**config.mk**
```make
export PLATFORM = sky130hd
export DESIGN_NAME = instruction_mem_arbiter
export DESIGN_NICKNAME = d
export VERILOG_FILES = /design/src/rtl/instruction_mem_arbiter.sv
export SDC_FILE = /design/constraint.sdc
export NUM_CORES = 1
export LEC_CHECK = 0
export ABC_AREA = 1
export BUFFER_PORTS_ARGS = -buffer_cell sky130_fd_sc_hd__buf_2
export CAP_MARGIN = 0
export CORE_ASPECT_RATIO = 0.5
export CORE_MARGIN = 3
export CORE_UTILIZATION = 45
export CTS_CLUSTER_SIZE = 28
export DETAILED_ROUTE_END_ITERATION = 16
export GPL_TIMING_DRIVEN = 0
export PLACE_DENSITY_LB_ADDON = 0.3
export SKIP_CTS_REPAIR_TIMING = 1
export SLEW_MARGIN = 25
export SYNTH_ARGS = -nofsm -noshare
export SYNTH_HDL_FRONTEND = slang
export SYNTH_SLANG_ARGS = --single-unit
```
**constraint.sdc**
```tcl
create_clock -name clk_i -period 3.1 [get_ports clk_i]
set_input_delay 0.155 -clock clk_i [delete_from_list [all_inputs] [get_ports clk_i]]
set_output_delay 0.155 -clock clk_i [all_outputs]
set_load 0.005 [all_outputs]
```
**src/rtl/instruction_mem_arbiter.sv**
```systemverilog
// instruction_mem_arbiter: shares one instruction-memory cacheline port
// between NumRequesters instruction caches. Round-robin grant, lock while
// memory backpressures, and an in-order tag FIFO that steers each memory
// response back to the cache that issued the request.
// Optional build macro: INSTRUCTION_MEM_ARBITER_PERF_EN adds per-requester
// stall counters (stall_cnt_o) and a FIFO high-water mark (max_outstanding_o).
module instruction_mem_arbiter #(
  parameter int NumRequesters      = 4,
  parameter int CachelineAddrWidth = 7,
  parameter int CachelineWidth     = 128,
  parameter int MaxOutstanding     = 4
) (
  input  logic                                        clk_i,
  input  logic                                        rst_i,
  input  logic [NumRequesters-1:0]                    ic_req_i,
  output logic [NumRequesters-1:0]                    ic_ready_o,
  input  logic [NumRequesters*CachelineAddrWidth-1:0] ic_addr_i,
  output logic [NumRequesters-1:0]                    ic_valid_o,
  output logic [CachelineWidth-1:0]                   ic_data_o,
  output logic                                        mem_req_o,
  input  logic                                        mem_ready_i,
  output logic [CachelineAddrWidth-1:0]               mem_addr_o,
  input  logic                                        mem_valid_i,
  input  logic [CachelineWidth-1:0]                   mem_data_i
`ifdef INSTRUCTION_MEM_ARBITER_PERF_EN
  ,
  output logic [NumRequesters*32-1:0]                 stall_cnt_o,
  output logic [$clog2(MaxOutstanding+1)-1:0]         max_outstanding_o
`endif
);

  localparam int TagW = (NumRequesters > 1) ? $clog2(NumRequesters) : 1;
  localparam int PtrW = (MaxOutstanding > 1) ? $clog2(MaxOutstanding) : 1;
  localparam int CntW = $clog2(MaxOutstanding + 1);
  localparam logic [CntW-1:0] CntMax  = CntW'(MaxOutstanding);
  localparam logic [PtrW-1:0] PtrLast = PtrW'(MaxOutstanding - 1);
  localparam logic [TagW-1:0] TagLast = TagW'(NumRequesters - 1);

  // Tag FIFO storage and bookkeeping
  logic [TagW-1:0] tag_mem_reg [MaxOutstanding];
  logic [PtrW-1:0] wr_ptr_reg;
  logic [PtrW-1:0] rd_ptr_reg;
  logic [CntW-1:0] count_reg;
  logic [CntW-1:0] count_next;

  // Arbiter state
  logic [TagW-1:0] rr_ptr_reg;
  logic [TagW-1:0] rr_ptr_next;
  logic            lock_reg;
  logic [TagW-1:0] lock_idx_reg;

  // Response registers
  logic [NumRequesters-1:0]  valid_reg;
  logic [CachelineWidth-1:0] data_reg;

  logic                          fifo_full;
  logic                          fifo_empty;
  logic                          any_req;
  logic                          handshake;
  logic                          pop;
  logic [TagW-1:0]               search_idx;
  logic [TagW-1:0]               grant_idx;
  logic [TagW-1:0]               head_tag;
  logic [NumRequesters-1:0]      head_onehot;
  logic [CachelineAddrWidth-1:0] addr_slice [NumRequesters];

  assign fifo_full  = (count_reg == CntMax);
  assign fifo_empty = (count_reg == '0);
  assign any_req    = |ic_req_i;
  assign mem_req_o  = any_req && !fifo_full;
  assign handshake  = mem_req_o && mem_ready_i;
  assign pop        = mem_valid_i && !fifo_empty;
  assign head_tag   = tag_mem_reg[rd_ptr_reg];
  assign grant_idx  = lock_reg ? lock_idx_reg : search_idx;
  assign mem_addr_o = addr_slice[grant_idx];
  assign ic_valid_o = valid_reg;
  assign ic_data_o  = data_reg;

  // Per-requester address slices, ready decode and response one-hot decode
  generate
    for (genvar gi = 0; gi < NumRequesters; gi++) begin : g_req
      assign addr_slice[gi]  = ic_addr_i[gi*CachelineAddrWidth +: CachelineAddrWidth];
      assign ic_ready_o[gi]  = mem_ready_i && !fifo_full && ic_req_i[gi] &&
                               (grant_idx == TagW'(gi));
      assign head_onehot[gi] = (head_tag == TagW'(gi));
    end
  endgenerate

  // Round-robin search: first requester at or after rr_ptr, wrapping
  always_comb begin
    logic [TagW-1:0] cand;
    logic            found;
    search_idx = rr_ptr_reg;
    cand       = rr_ptr_reg;
    found      = 1'b0;
    for (int i = 0; i < NumRequesters; i++) begin
      if (!found && ic_req_i[cand]) begin
        found      = 1'b1;
        search_idx = cand;
      end
      cand = (cand == TagLast) ? '0 : cand + TagW'(1);
    end
  end

  // Next-state values for the FIFO occupancy and the round-robin pointer
  always_comb begin
    count_next = count_reg;
    if (handshake && !pop) begin
      count_next = count_reg + CntW'(1);
    end else if (!handshake && pop) begin
      count_next = count_reg - CntW'(1);
    end
    rr_ptr_next = (grant_idx == TagLast) ? '0 : grant_idx + TagW'(1);
  end

  // Tag storage: the accepted requester's index is written at the tail
  always_ff @(posedge clk_i) begin
    if (handshake) begin
      tag_mem_reg[wr_ptr_reg] <= grant_idx;
    end
  end

  // FIFO pointers and occupancy; a same-cycle pop frees space only next cycle
  always_ff @(posedge clk_i) begin
    if (rst_i) begin
      wr_ptr_reg <= '0;
      rd_ptr_reg <= '0;
      count_reg  <= '0;
    end else begin
      if (handshake) begin
        wr_ptr_reg <= (wr_ptr_reg == PtrLast) ? '0 : wr_ptr_reg + PtrW'(1);
      end
      if (pop) begin
        rd_ptr_reg <= (rd_ptr_reg == PtrLast) ? '0 : rd_ptr_reg + PtrW'(1);
      end
      count_reg <= count_next;
    end
  end

  // Arbiter state: advance past the winner on handshake, lock while stalled
  always_ff @(posedge clk_i) begin
    if (rst_i) begin
      rr_ptr_reg   <= '0;
      lock_reg     <= 1'b0;
      lock_idx_reg <= '0;
    end else if (handshake) begin
      rr_ptr_reg <= rr_ptr_next;
      lock_reg   <= 1'b0;
    end else if (mem_req_o) begin
      lock_reg     <= 1'b1;
      lock_idx_reg <= grant_idx;
    end
  end

  // Response path: route popped tag one cycle later, data holds otherwise
  always_ff @(posedge clk_i) begin
    if (rst_i) begin
      valid_reg <= '0;
      data_reg  <= '0;
    end else if (pop) begin
      valid_reg <= head_onehot;
      data_reg  <= mem_data_i;
    end else begin
      valid_reg <= '0;
    end
  end

`ifdef INSTRUCTION_MEM_ARBITER_PERF_EN
  logic [CntW-1:0] max_out_reg;

  generate
    for (genvar gi = 0; gi < NumRequesters; gi++) begin : g_stall
      logic [31:0] stall_cnt_reg;
      // Saturating count of cycles this requester waits without acceptance
      always_ff @(posedge clk_i) begin
        if (rst_i) begin
          stall_cnt_reg <= '0;
        end else if (ic_req_i[gi] && !ic_ready_o[gi] && (stall_cnt_reg != '1)) begin
          stall_cnt_reg <= stall_cnt_reg + 32'd1;
        end
      end
      assign stall_cnt_o[gi*32 +: 32] = stall_cnt_reg;
    end
  endgenerate

  // High-water mark of the registered FIFO occupancy
  always_ff @(posedge clk_i) begin
    if (rst_i) begin
      max_out_reg <= '0;
    end else if (count_reg > max_out_reg) begin
      max_out_reg <= count_reg;
    end
  end

  assign max_outstanding_o = max_out_reg;
`endif

`ifndef SYNTHESIS
  a_no_resp_when_empty: assert property (@(posedge clk_i) disable iff (rst_i)
    mem_valid_i |-> !fifo_empty);
  a_addr_stable: assert property (@(posedge clk_i) disable iff (rst_i)
    (mem_req_o && !mem_ready_i) |=> (mem_req_o && $stable(mem_addr_o)));
  a_valid_onehot: assert property (@(posedge clk_i) disable iff (rst_i)
    $onehot0(ic_valid_o));
`endif

endmodule
```
==> results of run 1 <==
## power by group through the flow
stage / clock, µW / combinational (µW) / sequential, µW
floorplan: 0 / 2060 / 3000
global placement: 0 / 3330 / 2930
detailed placement: 0 / 3420 / 2960
CTS: 2210 / 3440 / 2920
global route: 2320 / 4000 / 3010
finish: 2180 / 3520 / 2940
## stage by stage
step | total power (µW) | cell area, µm² | worst slack (ns)
after floorplan | 5059 | 6125 | 0.7539
after detailed placement | 6383 | 7874 | 0.01792
final | 8638 | 8640 | 0.1644
after global routing | 9327 | 8640 | -0.007466
after CTS | 8575 | 8501 | -0.1195
after global placement | 6263 | 7874 | 0.08858
## Yosys cell counts
cell and instances:
o21ai_0 140, edfxtp_1 8, a21oi_1 10, nand2_1 71, nand3_4 1, o211a_1 1, nand2_4 2, inv_2 2
a21oi_2 1, buf_4 1, nor2_1 277, buf_1 1, nor2_4 1, o31ai_2 1, a31oi_1 1, clkinv_1 2
inv_1 49, o211ai_1 1, dfxtp_1 146, clkbuf_4 1, buf_6 2, or4_1 1, nand3_1 35, o21ai_2 1
or2_2 1, fa_1 1, clkbuf_1 41, a32oi_1 2, ha_1 11, nand2_2 5, nand3_2 1
## cell families (layout without fill, tap and decap cells)
family,count (synthesis),in the layout,share of synthesized area (%)
flip-flops,154,154,51.64
AO/OA/AOI/OAI,158,158,13.42
buffers and inverters,99,446,6.435
adder cells (fa/ha/maj),12,12,2.574
AND/OR/NAND/NOR,395,395,25.92
## worst min-delay path, stage by stage
cell	delay [ns]
buf_2	0.07
o21ai_0	0.07
nor2_1	0.07
## area by class of cell
class	count	area [µm²]	area share [%]
Clock buffer	20	457.9	5.301
Clock inverter	11	168.9	1.955
Timing Repair Buffer	317	1632	18.88
Inverter	53	202.7	2.346
Sequential cell	154	3168	36.67
Buffer	45	192.7	2.230
Tap cell	170	212.7	2.462
Multi-Input combinational cell	565	2605	30.15
## path summary, 6_finish.rpt
path	startpoint	to	slack [ns]	depth (start not counted)
worst max-delay path	rr_ptr_reg[0]$_SDFFE_PP0P_	ic_ready_o[3]	0.16	18
worst min-delay path	mem_data_i[31]	ic_data_o[31]$_SDFFE_PP0P_	-0.003	3
worst max register to register	count_reg[2]$_SDFFE_PP0P_	count_reg[2]$_SDFFE_PP0P_	0.58	9
worst min register to register	ic_data_o[71]$_SDFFE_PP0P_	ic_data_o[71]$_SDFFE_PP0P_	0.47	2
## cells in the final DEF (no fill, tap or decap), types with 10 or more instances in the layout
cell       instances
nand3_1           35
ha_1              10
dfxtp_1          144
nand2_1           71
inv_1             47
clkbuf_16         18
buf_2            307
nor2_1           277
o21ai_0          140
clkbuf_1          41
a21oi_1           10
## metal layers
layer | wire length [µm] | share of wire [%] | vias to the layer above
met5 | 0 | 0 | -
met1 | 7417 | 41 | 2893
met3 | 1069 | 5.9 | 44
met2 | 9050 | 50 | 210
met4 | 462 | 2.6 | 0
li1 | - | - | 3278
==> summary.txt, run 1 <==
STA
  • Max Clk Rate: 340.6 MHz
  • Fin crit share: about 95%
  • Setup-failing EPs final: 0
  • Clock skew: between 0.008 and 0.009 ns
  • Period minus WS final: slightly below 3 ns
  • Fin Hold WS: -0.003215 ns
  • Slew @ Worst Pin: about 0.58 ns
  • Total Neg Setup Slack: 0 ns
  • Hold Violations, Final: 1
  • Worst slew margin: between 60% and 70%
  • Max-slew violation count: 0

Global routing
  • Overall Global Routing Usage: approximately 22%
  • Vias in the first global route: roughly 5700
  • GR Layer Usage met1: about 25%
  • GRT Residual Overflow: 0
  • Largest net degree at the start of global routing: 17
  • Initial antenna violation count: 0
  • Top Usage Layer GRT: met2
  • Met3 usage in global routing: around 5.3%
  • M2 GR Usage: around two fifths
  • First-pass GRT wire length: ~27000 µm

Flow run
  • Max_cap viols: 0

CTS
  • H-tree depth: 4
  • CTS Sinks: approximately 150
  • CTS Root Cell: clkbuf_16
  • CTS tree: done
  • Worst skew pair latency: 0.40 ns
  • Num CTS Buffers: 17
  • CTS Buffer Depth: 2
  • Reg clk slew, reported paths: about 0.060 ns

Power
  • P_int: 5428 µW
  • Reg power frac: between 30% and 40%
  • Clock power share: 25.3%
  • P_leak: 0.004368 µW
  • Power Dens Cells: 999.8 nW/µm²
  • VDD IR-drop max: between 600 and 700 µV
  • Net Switching: approximately 3200 µW
  • Sw Share: between 30% and 40%
  • Combinational share of power: between 40% and 50%

Finish
  • FILL cells: ~1200
  • Largest register FFs: about 130
  • Fraction of layout cells with a size suffix above 1: a little under a third
  • Layout area overhead: 41.06%
  • Final core occ: around two thirds
  • Fin cells: between 1000 and 1500
  • # diodes: 0
  • Final net count: about 1300

Yosys
  • Post-Syn Area per Cell: 7.487 µm²
  • Flops & latches, synth: between 150 and 200
  • Syn nets: 994
  • Yosys top cell area share: ~48%
  • Yosys warning total: 0
  • Cell area after synthesis: 6125 µm²
  • Post-synth top area cell: dfxtp_1
  • Synth unique cells: 31
  • Register area share after synthesis: between 50% and 60%
  • Cell count after synthesis: 818
  • Synth top area cells: dfxtp_1, nor2_1, o21ai_0

Die
  • Initial Utilization: between 40% and 50%
  • Chip width: roughly 170 µm
  • Die area: 15130 µm²
  • I/O pin count: approximately 300
  • Die height: around 88 µm
  • Row count: 29
  • Total core area: about 13000 µm²

Drt
  • 1st-pass router iterations: 5
  • DR WL/cell: ~13 µm
  • 1st-iter DRT viols: roughly 300
  • Routed WL: roughly 18000 µm
  • DRC errors left: 0
  • Routed Antenna Nets: 0
  • Routed via count: roughly 6400
  • Via density: 4.813

Worst setup path
  • Required time of the critical path: 2.94 ns
  • Slowest-stage cell, CP: dfxtp_4
  • Crit. End Element: primary output
  • CP max FO: 11
  • Critical Path Start Type: register
  • Crit path top cell by count: nand2_1
  • Critical path's top delay family: simple AND/OR/NAND/NOR gates
  • CP cell instances: ha_4 > nor2_1 > nand2_1 > nand2_1 > nand2_2 > nand2_4 > nor2_4 > nand2_1 > nand2_1 > nand2_2 > nand3_4 > nand2_8 > buf_6 > clkinvlp_4 > ha_1 > nand2_1 > nor2_1 > buf_2
  • WP buf/inv: 3
  • Worst path arrival time: 2.78 ns
  • Crit Path Class: reg -> out
  • Max incr delay on CP: 0.38 ns

Min path
  • Worst Hold Class: in -> reg

Placed design
  • Post-Place Cells: 1295
  • Final HPWL DP: ~14000 µm
  • Number of port buffers: slightly above 300
  • Routability cong.: about 0.84

Outcome
  • Failing checks: hold timing
  • Status: finished with violations
Power figures use the tool's default switching activity.
==> inputs of run 2 (changes only) <==
clock period = 2.85 ns   (was 3.1 ns; I/O delays follow)
==> summary.txt, run 2 (synthesized netlist as in run 1, its figures left out) <==
Outcome
  • Status: finished with violations
  • Failing checks: hold timing

Finish
  • Design Area, Final: 8845 µm² (+2.4%)
  • Commonest non-fill, non-tap cell in the layout: buf_2
  • Fraction of layout cells with a size suffix above 1: 31.28% (+0.037 points)
  • FILL cells: 1148 (-2.1%)
  • Final net count: 1350 (+1.6%)
  • Largest register FFs: 128 (unchanged)
  • Layout area overhead: 44.41%
  • Fin cells: 1356 (+1.6%)
  • # diodes: 0 (unchanged)
  • Leading cell types in the layout, fill and taps excluded: buf_2, nor2_1, dfxtp_1

CTS
  • H-tree depth: 4 (unchanged)
  • CTS Buffer Depth: 2 (unchanged)
  • CTS Root Cell: clkbuf_16
  • CTS Sinks: 154 (unchanged)
  • Reg clk slew, reported paths: 0.06 ns (about the same)
  • Worst skew pair latency: 0.40 ns (about the same)
  • Num CTS Buffers: 17 (unchanged)
  • CTS tree: done

Worst setup path
  • Crit Path Class: reg -> out
  • Worst path arrival time: 2.59 ns (-0.19 ns)
  • Required time of the critical path: 2.71 ns (-0.23 ns)
  • Crit. End Element: primary output
  • Critical path's top delay family: simple AND/OR/NAND/NOR gates
  • WP buf/inv: 2 (-1)
  • Max incr delay on CP: 0.38 ns (about the same)
  • Crit path top cell by count: nand2_1
  • Critical Path Start Type: register
  • CP max FO: 8 (-3)
  • CP cell instances: ha_4 > nor2_1 > nand2_1 > nand2_1 > nand2_2 > nand2_4 > nor2_4 > nand2_1 > nand2_1 > nand2_2 > nand3_4 > nand2_8 > clkinvlp_4 > ha_1 > nand2_1 > nor2_1 > buf_2
  • Slowest-stage cell, CP: dfxtp_4

STA
  • Setup-failing EPs final: 0 (unchanged)
  • Fin Hold WS: -0.01631 ns (-0.01310 ns)
  • Clock skew: 0.009328 ns (+0.0004144 ns)
  • Period minus WS final: 2.737 ns
  • Slew @ Worst Pin: 0.6626 ns (+0.08697 ns)
  • Worst slew margin: 55.82% (-5.8 points)
  • Hold Violations, Final: 20 (+19)
  • Final WS setup: 0.1129 ns (-0.05148 ns)
  • Max-slew violation count: 0 (unchanged)
  • Fin crit share: between 90% and 100%
  • RSZ-0062 raised after global routing: yes
  • Max Clk Rate: between 300 and 400 MHz

Drt
  • Routed WL: 18600 µm (+3.3%)
  • Routed via count: 6583 (+2.5%)
  • 1st-iter DRT viols: 307 (+1.3%)
  • DR WL/cell: 13.71 µm (+1.7%)
  • Via density: 4.855 (+0.87%)
  • DRC errors left: 0 (unchanged)
  • 1st-pass router iterations: 5 (unchanged)
  • Routed Antenna Nets: 0 (unchanged)

Placed design
  • Dpl cell area: 7874 µm² (unchanged)
  • Post-Place Cells: 1295 (unchanged)
  • Routability cong.: 0.8352 (unchanged)
  • Setup WS pre-CTS: -0.2321 ns (-0.2500 ns)
  • Number of port buffers: 307 (unchanged)
  • Final HPWL DP: 13770 µm (unchanged)

Die
  • Row count: 29 (unchanged)
  • Die height: 88.50 µm (unchanged)
  • I/O pin count: 308 (unchanged)
  • Total core area: 12990 µm² (unchanged)
  • Chip width: 171.0 µm (unchanged)
  • Initial Utilization: 47.15% (unchanged)
  • Die area: 15130 µm² (unchanged)

Global routing
  • Largest net degree at the start of global routing: 17 (unchanged)
  • Initial antenna violation count: 0 (unchanged)
  • GRT Residual Overflow: 0 (unchanged)
  • Overall Global Routing Usage: 22.11% (unchanged)
  • First-pass GRT wire length: 26950 µm (unchanged)
  • Vias in the first global route: 5708 (unchanged)

Min path
  • Worst Hold Class: in -> reg

Power
  • Power Dens Cells: 1085 nW/µm² (+8.5%)
  • P_leak: 0.004459 µW (+2.1%)
  • VDD IR-drop max: 788.2 µV (+20%)

Flow run
  • Max_cap viols: 0 (unchanged)
## run 2: cell types whose count changed in the layout (fill, tap and decap cells not counted)
cell	previous run	this run
o21ai_2	1	0
buf_6	2	1
a31oi_1	1	0
o21ai_4	0	1
dlygate4sd3_1	8	23
buf_4	3	10
a31oi_2	0	1
## run 2: where the power goes
group          total (µW)  switching [µW]  internal [µW]  leakage, µW
Combinational        4020            2370           1660      0.00287
Clock                2370             860           1510     0.000305
Sequential           3200             343           2860      0.00128
Total                9600            3570           6030      0.00446
## run 2: tightest hold or removal path, delay by kind of cell
kind	cells	cell delay, ns
simple gates	1	0.07
buf+inv	1	0.07
compound gates	1	0.07
## run 2: stage by stage
stage	setup TNS, ns	power, µW	util, %
after floorplan	0	5503	-
final	0	9599	68.09
after CTS	-2.682	9327	65.44
after detailed placement	-0.2512	6943	60.61
after global placement	-0.1614	6813	60.61
after global routing	-0.06387	10330	68.09
## run 2: worst paths after layout
path                                                  from                          to  slack (ns)  cells after the start
worst min register to register  ic_data_o[71]$_SDFFE_PP0P_  ic_data_o[71]$_SDFFE_PP0P_        0.47                      2
worst max-delay path            rr_ptr_reg[0]$_SDFFE_PP0P_               ic_ready_o[3]        0.11                     17
worst max register to register   count_reg[2]$_SDFFE_PP0P_   count_reg[2]$_SDFFE_PP0P_        0.32                      9
worst min-delay path                        mem_data_i[31]  ic_data_o[31]$_SDFFE_PP0P_       -0.02                      3
## run 2: routing by layer
layer / up-vias / global-route usage [%] / routed length (µm)
met4: 0 / 8.248 / 422
met3: 39 / 5.310 / 1104
li1: 3320 / - / -
met5: - / 0 / 0
met2: 237 / 41.16 / 9511
met1: 2987 / 25.08 / 7558
## run 2: area by class of cell
class	instances	area [µm²]	share of cell area [%]
buffer	44	181.4	2.051
clock inverter	11	168.9	1.910
inverter	53	202.7	2.292
timing repair buffer	339	1834	20.74
tap	170	212.7	2.405
clock buffer	20	457.9	5.178
multi-input combinational	565	2619	29.61
sequential	154	3168	35.82
